===== src/rtl/ecc_mul_arbiter_if.sv =====
// Signal bundle between ecc_mul_arbiter (slave) and its requesters, shared multiplier and status consumers (master).
interface ecc_mul_arbiter_if #(
  parameter int M = 233
);
  logic         REQ0;
  logic         REQ1;
  logic [M-1:0] A0;
  logic [M-1:0] B0;
  logic [M-1:0] A1;
  logic [M-1:0] B1;
  logic         GNT0;
  logic         GNT1;
  logic         DONE0;
  logic         DONE1;
  logic [M-1:0] RESULT;
  logic [M-1:0] MUL_A;
  logic [M-1:0] MUL_B;
  logic         MUL_IN_VALID;
  logic         MUL_OUT_VALID;
  logic [M-1:0] MUL_RESULT;
  logic         BUSY;
  logic         OWNER;
  logic [7:0]   OP_COUNT;
  logic         ERR;
  logic [1:0]   ARB_STATE;

  modport slave (
    input  REQ0, REQ1, A0, B0, A1, B1, MUL_OUT_VALID, MUL_RESULT,
    output GNT0, GNT1, DONE0, DONE1, RESULT, MUL_A, MUL_B, MUL_IN_VALID,
           BUSY, OWNER, OP_COUNT, ERR, ARB_STATE
  );

  modport master (
    output REQ0, REQ1, A0, B0, A1, B1, MUL_OUT_VALID, MUL_RESULT,
    input  GNT0, GNT1, DONE0, DONE1, RESULT, MUL_A, MUL_B, MUL_IN_VALID,
           BUSY, OWNER, OP_COUNT, ERR, ARB_STATE
  );
endinterface


===== src/rtl/ecc_mul_arbiter.sv =====
// Round-robin share of one GF(2^M) multiplier between point-double (0) and point-add (1); GNT one cycle after REQ, DONE one after MUL_OUT_VALID.
// Define ECC_MUL_ARB_TIMEOUT_EN to bound WAIT at TO_MAX cycles with a sticky ERR; otherwise WAIT is unbounded and ERR is 0.
module ecc_mul_arbiter #(
  parameter int M      = 233,
  parameter int TO_MAX = 255
) (
  input logic              CLK,
  input logic              RST,
  ecc_mul_arbiter_if.slave bus
);

  typedef enum logic [1:0] {
    IDLE  = 2'b00,
    ISSUE = 2'b01,
    WAIT  = 2'b10,
    RESP  = 2'b11
  } arb_state_t;

  arb_state_t   state;
  arb_state_t   state_nxt;
  logic         owner;
  logic         prio;
  logic         winner;
  logic         take;
  logic         timeout;
  logic [M-1:0] op_a;
  logic [M-1:0] op_b;
  logic [M-1:0] result;
  logic [7:0]   op_count;
  logic         err;

  // prio names the requester that wins a tie: the one not served last.
  assign winner = (bus.REQ0 && bus.REQ1) ? prio : bus.REQ1;

  always_ff @(posedge CLK) begin
    if (RST) begin
      state <= IDLE;
    end else begin
      state <= state_nxt;
    end
  end

  always_comb begin
    state_nxt        = state;
    take             = 1'b0;
    bus.GNT0         = 1'b0;
    bus.GNT1         = 1'b0;
    bus.DONE0        = 1'b0;
    bus.DONE1        = 1'b0;
    bus.MUL_IN_VALID = 1'b0;
    bus.BUSY         = (state != IDLE);
    case (state)
      IDLE: begin
        if (bus.REQ0 || bus.REQ1) begin
          state_nxt = ISSUE;
          take      = 1'b1;
        end
      end
      ISSUE: begin
        bus.MUL_IN_VALID = 1'b1;
        bus.GNT0         = ~owner;
        bus.GNT1         = owner;
        state_nxt        = WAIT;
      end
      WAIT: begin
        if (bus.MUL_OUT_VALID) begin
          state_nxt = RESP;
        end else if (timeout) begin
          state_nxt = IDLE;
        end
      end
      RESP: begin
        bus.DONE0 = ~owner;
        bus.DONE1 = owner;
        state_nxt = IDLE;
      end
      default: state_nxt = IDLE;
    endcase
  end

  always_ff @(posedge CLK) begin
    if (RST) begin
      owner    <= 1'b0;
      prio     <= 1'b0;
      op_a     <= '0;
      op_b     <= '0;
      result   <= '0;
      op_count <= '0;
    end else begin
      if (take) begin
        owner <= winner;
        op_a  <= winner ? bus.A1 : bus.A0;
        op_b  <= winner ? bus.B1 : bus.B0;
      end
      if (state == WAIT && bus.MUL_OUT_VALID) begin
        result <= bus.MUL_RESULT;
      end
      if (state == RESP) begin
        op_count <= op_count + 8'd1;
        prio     <= ~owner;
      end else if (state == WAIT && !bus.MUL_OUT_VALID && timeout) begin
        prio <= ~owner;
      end
    end
  end

`ifdef ECC_MUL_ARB_TIMEOUT_EN
  localparam logic [7:0] TO_LAST = 8'(TO_MAX - 1);

  logic [7:0] to_cnt;

  always_ff @(posedge CLK) begin
    if (RST) begin
      to_cnt <= '0;
      err    <= 1'b0;
    end else begin
      to_cnt <= (state == WAIT) ? to_cnt + 8'd1 : 8'd0;
      if (state == WAIT && !bus.MUL_OUT_VALID && timeout) begin
        err <= 1'b1;
      end
    end
  end

  // Fires on the TO_MAX-th consecutive WAIT cycle.
  assign timeout = (state == WAIT) && (to_cnt == TO_LAST);
`else
  logic unused_to_max;
  assign unused_to_max = ^TO_MAX;
  assign timeout       = 1'b0;
  assign err           = 1'b0;
`endif

  assign bus.RESULT    = result;
  assign bus.MUL_A     = op_a;
  assign bus.MUL_B     = op_b;
  assign bus.OWNER     = owner;
  assign bus.OP_COUNT  = op_count;
  assign bus.ERR       = err;
  assign bus.ARB_STATE = state;

  assert property (@(posedge CLK) disable iff (RST)
    $onehot0({bus.GNT0, bus.GNT1, bus.DONE0, bus.DONE1}));

  assert property (@(posedge CLK) disable iff (RST)
    (state == WAIT) |-> ($stable(op_a) && $stable(op_b)));

endmodule


===== src/flat_wrapper.sv =====
// flat-port wrapper written by rule: the top's interface ports become plain ports
module ecc_mul_arbiter_flat 
#(
  parameter int M      = 233,
  parameter int TO_MAX = 255
)
  (CLK, RST, bus_REQ0, bus_REQ1, bus_A0, bus_B0, bus_A1, bus_B1, bus_MUL_OUT_VALID, bus_MUL_RESULT, bus_GNT0, bus_GNT1, bus_DONE0, bus_DONE1, bus_RESULT, bus_MUL_A, bus_MUL_B, bus_MUL_IN_VALID, bus_BUSY, bus_OWNER, bus_OP_COUNT, bus_ERR, bus_ARB_STATE);
  ecc_mul_arbiter_if #(.M(M)) bus_i ();
  input logic CLK;
  input logic RST;
  input wire logic [$bits(bus_i.REQ0)-1:0] bus_REQ0;
  input wire logic [$bits(bus_i.REQ1)-1:0] bus_REQ1;
  input wire logic [$bits(bus_i.A0)-1:0] bus_A0;
  input wire logic [$bits(bus_i.B0)-1:0] bus_B0;
  input wire logic [$bits(bus_i.A1)-1:0] bus_A1;
  input wire logic [$bits(bus_i.B1)-1:0] bus_B1;
  input wire logic [$bits(bus_i.MUL_OUT_VALID)-1:0] bus_MUL_OUT_VALID;
  input wire logic [$bits(bus_i.MUL_RESULT)-1:0] bus_MUL_RESULT;
  output wire logic [$bits(bus_i.GNT0)-1:0] bus_GNT0;
  output wire logic [$bits(bus_i.GNT1)-1:0] bus_GNT1;
  output wire logic [$bits(bus_i.DONE0)-1:0] bus_DONE0;
  output wire logic [$bits(bus_i.DONE1)-1:0] bus_DONE1;
  output wire logic [$bits(bus_i.RESULT)-1:0] bus_RESULT;
  output wire logic [$bits(bus_i.MUL_A)-1:0] bus_MUL_A;
  output wire logic [$bits(bus_i.MUL_B)-1:0] bus_MUL_B;
  output wire logic [$bits(bus_i.MUL_IN_VALID)-1:0] bus_MUL_IN_VALID;
  output wire logic [$bits(bus_i.BUSY)-1:0] bus_BUSY;
  output wire logic [$bits(bus_i.OWNER)-1:0] bus_OWNER;
  output wire logic [$bits(bus_i.OP_COUNT)-1:0] bus_OP_COUNT;
  output wire logic [$bits(bus_i.ERR)-1:0] bus_ERR;
  output wire logic [$bits(bus_i.ARB_STATE)-1:0] bus_ARB_STATE;
  assign bus_i.REQ0 = bus_REQ0;
  assign bus_i.REQ1 = bus_REQ1;
  assign bus_i.A0 = bus_A0;
  assign bus_i.B0 = bus_B0;
  assign bus_i.A1 = bus_A1;
  assign bus_i.B1 = bus_B1;
  assign bus_i.MUL_OUT_VALID = bus_MUL_OUT_VALID;
  assign bus_i.MUL_RESULT = bus_MUL_RESULT;
  assign bus_GNT0 = bus_i.GNT0;
  assign bus_GNT1 = bus_i.GNT1;
  assign bus_DONE0 = bus_i.DONE0;
  assign bus_DONE1 = bus_i.DONE1;
  assign bus_RESULT = bus_i.RESULT;
  assign bus_MUL_A = bus_i.MUL_A;
  assign bus_MUL_B = bus_i.MUL_B;
  assign bus_MUL_IN_VALID = bus_i.MUL_IN_VALID;
  assign bus_BUSY = bus_i.BUSY;
  assign bus_OWNER = bus_i.OWNER;
  assign bus_OP_COUNT = bus_i.OP_COUNT;
  assign bus_ERR = bus_i.ERR;
  assign bus_ARB_STATE = bus_i.ARB_STATE;
  ecc_mul_arbiter #(.M(M), .TO_MAX(TO_MAX)) u_core (.CLK(CLK), .RST(RST), .bus(bus_i));
endmodule

===== config.mk =====
export PLATFORM = sky130hd
export DESIGN_NAME = ecc_mul_arbiter_flat
export DESIGN_NICKNAME = d
export VERILOG_FILES = /design/src/rtl/ecc_mul_arbiter_if.sv /design/src/rtl/ecc_mul_arbiter.sv /design/src/flat_wrapper.sv
export SDC_FILE = /design/constraint.sdc
export NUM_CORES = 2
export LEC_CHECK = 0
export ABC_AREA = 1
export BUFFER_PORTS_ARGS = -buffer_cell sky130_fd_sc_hd__buf_4
export CAP_MARGIN = 20
export CORE_AREA = 4 4 740 742
export CTS_CLUSTER_DIAMETER = 200
export CTS_CLUSTER_SIZE = 20
export DETAILED_ROUTE_END_ITERATION = 10
export DIE_AREA = 0 0 744 746
export HOLD_SLACK_MARGIN = 0.02
export PLACE_DENSITY = 0.3
export SYNTH_ARGS = -nofsm -noshare
export SYNTH_HDL_FRONTEND = slang
export SYNTH_SLANG_ARGS = --single-unit

===== constraint.sdc =====
create_clock -name CLK -period 1.46 [get_ports CLK]
set_input_delay 0.292 -clock CLK [delete_from_list [all_inputs] [get_ports CLK]]
set_output_delay 0.292 -clock CLK [all_outputs]
set_load 0.005 [all_outputs]

======== Word-level counts from Yosys, hierarchy flattened ========
Index checks and enable logic that the tools add are counted.
word-level totals
  bits in registers ....................... 711
  input bits .............................. 1,170
  output and inout bits ................... 717
operators by class
  add/subtract/negate cells ............... 1
  equality and inequality tests ........... 5
  multiplexer cells ....................... 13
  bitwise logic cells ..................... 1
  reductions and logical operators ........ 6
operators by type and width
  operator               count
  $mux W233              2
  $add A8 B1 Y8 const B  1
  $mux W1                8
  $pmux W2 S4            1
  $eq A2 B2 Y1 const B   2
  $mux W2                2
  $eq A2 B1 Y1 const B   1
  $logic_and A1 B1 Y1    2
  $logic_not A2 Y1       1
  $ne A2 B1 Y1 const B   1
  $ne A2 B2 Y1 const B   1
  $reduce_and A2 Y1      1
  $reduce_bool A2 Y1     1
  $logic_or A1 B1 Y1     1
  $not A1 Y1             1

======== Longest topological paths before layout ========
  depth in word-level cells ............... 3
  gate-level depth with buffers ........... 9

======== Worst setup path after synthesis ========
Ideal clock, no wire load.
  path type ............................... reg2reg
  from .................................... register u_core.state[0] (netlist: u_core.bus.ARB_STATE[0])
  to ...................................... register u_core.op_b[226] (netlist: u_core.bus.MUL_B[226])
  arrival time ............................ 1.416 ns
  required time ........................... 1.351 ns
  setup slack ............................. -0.065 ns
  cell stages (with the launch flop) ...... 9
  buffers on the path ..................... 2
  cell sequence ........................... dfxtp_1 -> inv_1 -> ha_1 -> o21ai_2 -> buf_2 -> buf_2 -> a21oi_1 -> nand2_1 -> inv_1
between the ends
  cells in the longest elaborated chain, start to end .. 2
ends and longest elaborated chain
  item                      line                   source
  start: declaration        ecc_mul_arbiter.sv:19  arb_state_t state;
  start signal: assignment  ecc_mul_arbiter.sv:39  state <= state_nxt;
  $logic_not A2 Y1          ecc_mul_arbiter.sv:52  case (state)
  $mux W1                   ecc_mul_arbiter.sv:52
  end signal: assignment    ecc_mul_arbiter.sv:93  op_b <= winner ? bus.B1 : bus.B0;
  end: declaration          ecc_mul_arbiter.sv:27  logic [M-1:0] op_b;
No other way between the ends.
A chain may end at the register's enable or synchronous reset.

======== Worst setup path in the final report ========
  from .................................... register u_core.state[1] (netlist: u_core.bus.ARB_STATE[1])
  to ...................................... output bus_DONE0
between the ends
  cells in the longest elaborated chain, start to end .. 2
ends and longest elaborated chain
  item              line                   source
  $eq A2 B2 Y1      ecc_mul_arbiter.sv:52
  $mux W1           ecc_mul_arbiter.sv:52
  end: declaration  flat_wrapper.sv:21     output wire logic [$bits(bus_i.DONE0)-1:0] bus_DONE0;
No other way between the ends.

==> results.md <==
- Outcome: finished, violations left
- Failing checks: negative setup slack
- Vias in the first global route: 46,900
- Fin. Hold Viols: 0
- GPL Wtd Cong: between 0.8 and 0.9
- Most frequent cells after synthesis: nand2_1 (951), inv_1 (947), nand3_1 (938), dfxtp_1 (711), nor2_1 (480)
- Fin. max-slew vios: 0
- Max cap viols: 0
- Chip width: ~740 µm
- WS Path Type: reg2out
- Asr flop ratio synth: 0%
- Core area: 540,000 µm²
- Setup TNS: -371.03 ns
- Sequential area share after synthesis: 42.7%
- Routed length per instance: 27.0 µm
- CTS Buffer Depth: 3
- Via Count: about 46,000
- Clock Tree Root: clkbuf_16
- DR vias/cell: 2.94
- Mapped Nets: 6,313
- Final worst path period share: 145%
- Total gr overflow: 0
- Syn-to-layout area delta: 128%
- FF+latch area: between 10,000 and 15,000 µm²
- Synthesis warning total: 0
- Initial Utilization: 6.17%
- Clock transition at path regs: 0.10 ns
- Synthesized area per cell: 6.49 µm²
- Fillers: about 62,000
- Synth top area share: 42.7%
- # H-tree levels: 2
- Initial antenna violation count: 111
- Dpl hpwl: 358,000 µm
- Synth top area cells: dfxtp_1 (43%), nand3_1 (14%), nand2_1 (11%), inv_1 (11%), a21oi_1 (7.1%)
- First-pass GRT wire length: a little over 500,000 µm
- CTS tree: done
- CP endpoint kind: output pin
- Primary FF master, synth: dfxtp_1
- Most common cell in the netlist: nand2_1
- Multi-input logic area: 14,900 µm²
- Row Count: 270
- Placement Setup Slack: -0.604 ns
- Final setup fails: 1,421
- Seq cells post-synth: between 700 and 800
- Setup WS post-layout: -0.656 ns
- Pleak: 0.0349 µW
- Worst-Margin Slew: 0.590 ns
- CTS buffer count: 47
- Layout cells sized above 1: between 30% and 40%
- Gate Count Post-Synth: 5,137
- Final core utilization: 14.0%
- Mapped cell area: 33,300 µm²
- Tmin final: 2.12 ns
- DRT Pass-1 Iters: 5
- CP Data Arrival Time: roughly 1.8 ns
- DIE AREA: 555,000 µm²
- CP startpoint kind: flop
- CTS sink count: 711
- Min-delay worst type: in2reg
- CP Max Fanout: 3
- Fin area: about 76,000 µm²
- Number of I/O port buffers: 1,885
- Largest net degree at the start of global routing: between 60 and 70
- Placed instance area: 58,600 µm²
- ANT nets after route: 0
- Post-synth EDFFs: 0
- Worst IR Drop VDD: approximately 0.92 mV
- Crit path required time: roughly 1.2 ns
- I/O pins: roughly 1,900
- Fmax: 472 MHz
- Tot GR Track Use: 14.3%
- DRT Wirelength: about 420,000 µm
- Unrepaired setup endpoints after global routing: yes
- Synth unique cells: 19
- DR iter-0 viols: 2,477
- Post-synth top area cell: dfxtp_1
- Worst skew pair latency: 0.75 ns
- Clock Skew: 0.0356 ns
- Nets: 9,474
- # DRC: 0
- Pwr/cell area: about 1500 nW/µm²
- Die Y-Extent: 746 µm
- Slew HR: about three fifths
-- power breakdown --
part | internal, µW | switching (µW)
logic | 27700 | 41700
clock network | 6360 | 9350
registers | 25400 | 4130
-- metal layers --
metal	part of all wire, %	up-vias	GRT usage, %
li1	-	22300	-
met2	48	1543	24.6
met4	3.0	42	3.80
met3	11	295	6.55
met5	0.067	-	0
met1	38	21600	15.7
-- kinds of logic (layout without fill, tap and decap cells) --
kind of cell / Yosys count / in the layout / synth area share [%]
buf+inv: 1334 / 4509 / 16.0
other cells: 1 / 34 / 0.0113
compound gates: 712 / 712 / 10.7
fa+ha+maj: 6 / 6 / 0.225
simple gates: 2373 / 2373 / 30.3
flops: 711 / 711 / 42.7
-- path summary, 6_finish.rpt --
path	start	to	slack, ns	depth (start not counted)
worst max-delay path	u_core.bus.ARB_STATE[1]	bus_DONE0	-0.66	5
worst min-delay path	bus_B1[208]	u_core.bus.MUL_B[208]	0.09	5
worst max register to register	u_core.bus.ARB_STATE[1]	u_core.bus.MUL_B[2]	-0.54	12
worst min register to register	u_core.bus.RESULT[168]	u_core.bus.RESULT[168]	0.49	2
-- cell type report --
type / instances / area share [%]
clock inverter: 13 / 0.259
timing repair buffer: 3496 / 42.7
inverter: 949 / 4.76
clock buffer: 50 / 1.61
antenna: 33 / 0.109
multi-input combinational: 3092 / 19.7
tap: 7208 / 11.9
timing repair inverter: 1 / 0.0215
sequential: 711 / 18.9
-- timing repair --
item / in CTS / in global routing
setup endpoints to repair: 1422 / 1423
resized for setup: 327 / 266
endpoints found under the hold margin: 703 / 0
hold buffers: 1168 / 0
setup buffers: 20 / 39
gates cloned: 11 / 38
pin swaps: 4 / 21
-- worst max-delay path: stages (launching register included) --
cell and delay [ns]:
dfxtp_2 0.36, buf_6 0.11, ha_4 0.18, clkinvlp_4 0.17
nor2_2 0.13, buf_6 0.11
-- sequential cells by signal, indices dropped and copies added, names as in the netlist --
name and flops:
u_core.bus.ARB_STATE 2, u_core.bus.MUL_A 233, u_core.bus.MUL_B 233, u_core.bus.OP_COUNT 8, u_core.bus.OWNER 1, u_core.bus.RESULT 233, u_core.prio 1
-- through the flow --
stage	total power, µW	cells	hold slack, ns
floorplan	45700	5137	0.456
global placement	88400	14200	0.466
detailed placement	88300	14200	0.473
CTS	113000	15500	0.0711
global route	123000	15500	0.0592
finish	115000	15600	0.0876
-- cell usage in the layout, fill, tap and decap left out, types with 4 or more instances in the layout --
cell type / n
o21ai_0: 211
inv_6: 4
buf_16: 27
o21ai_1: 22
nand2_1: 944
nand3_4: 24
nand3_1: 837
nand2_2: 6
buf_4: 2069
dfxtp_1: 667
inv_1: 940
inv_8: 4
nand3_2: 77
a21oi_2: 68
a21oi_1: 394
diode_2: 33
clkbuf_16: 78
buf_6: 31
inv_2: 4
buf_12: 142
dfxtp_2: 14
a21oi_4: 12
dfxtp_4: 30
buf_8: 27
nor2_1: 478
dlygate4sd3_1: 1168
Note: power is estimated with default switching activity, not from simulation.
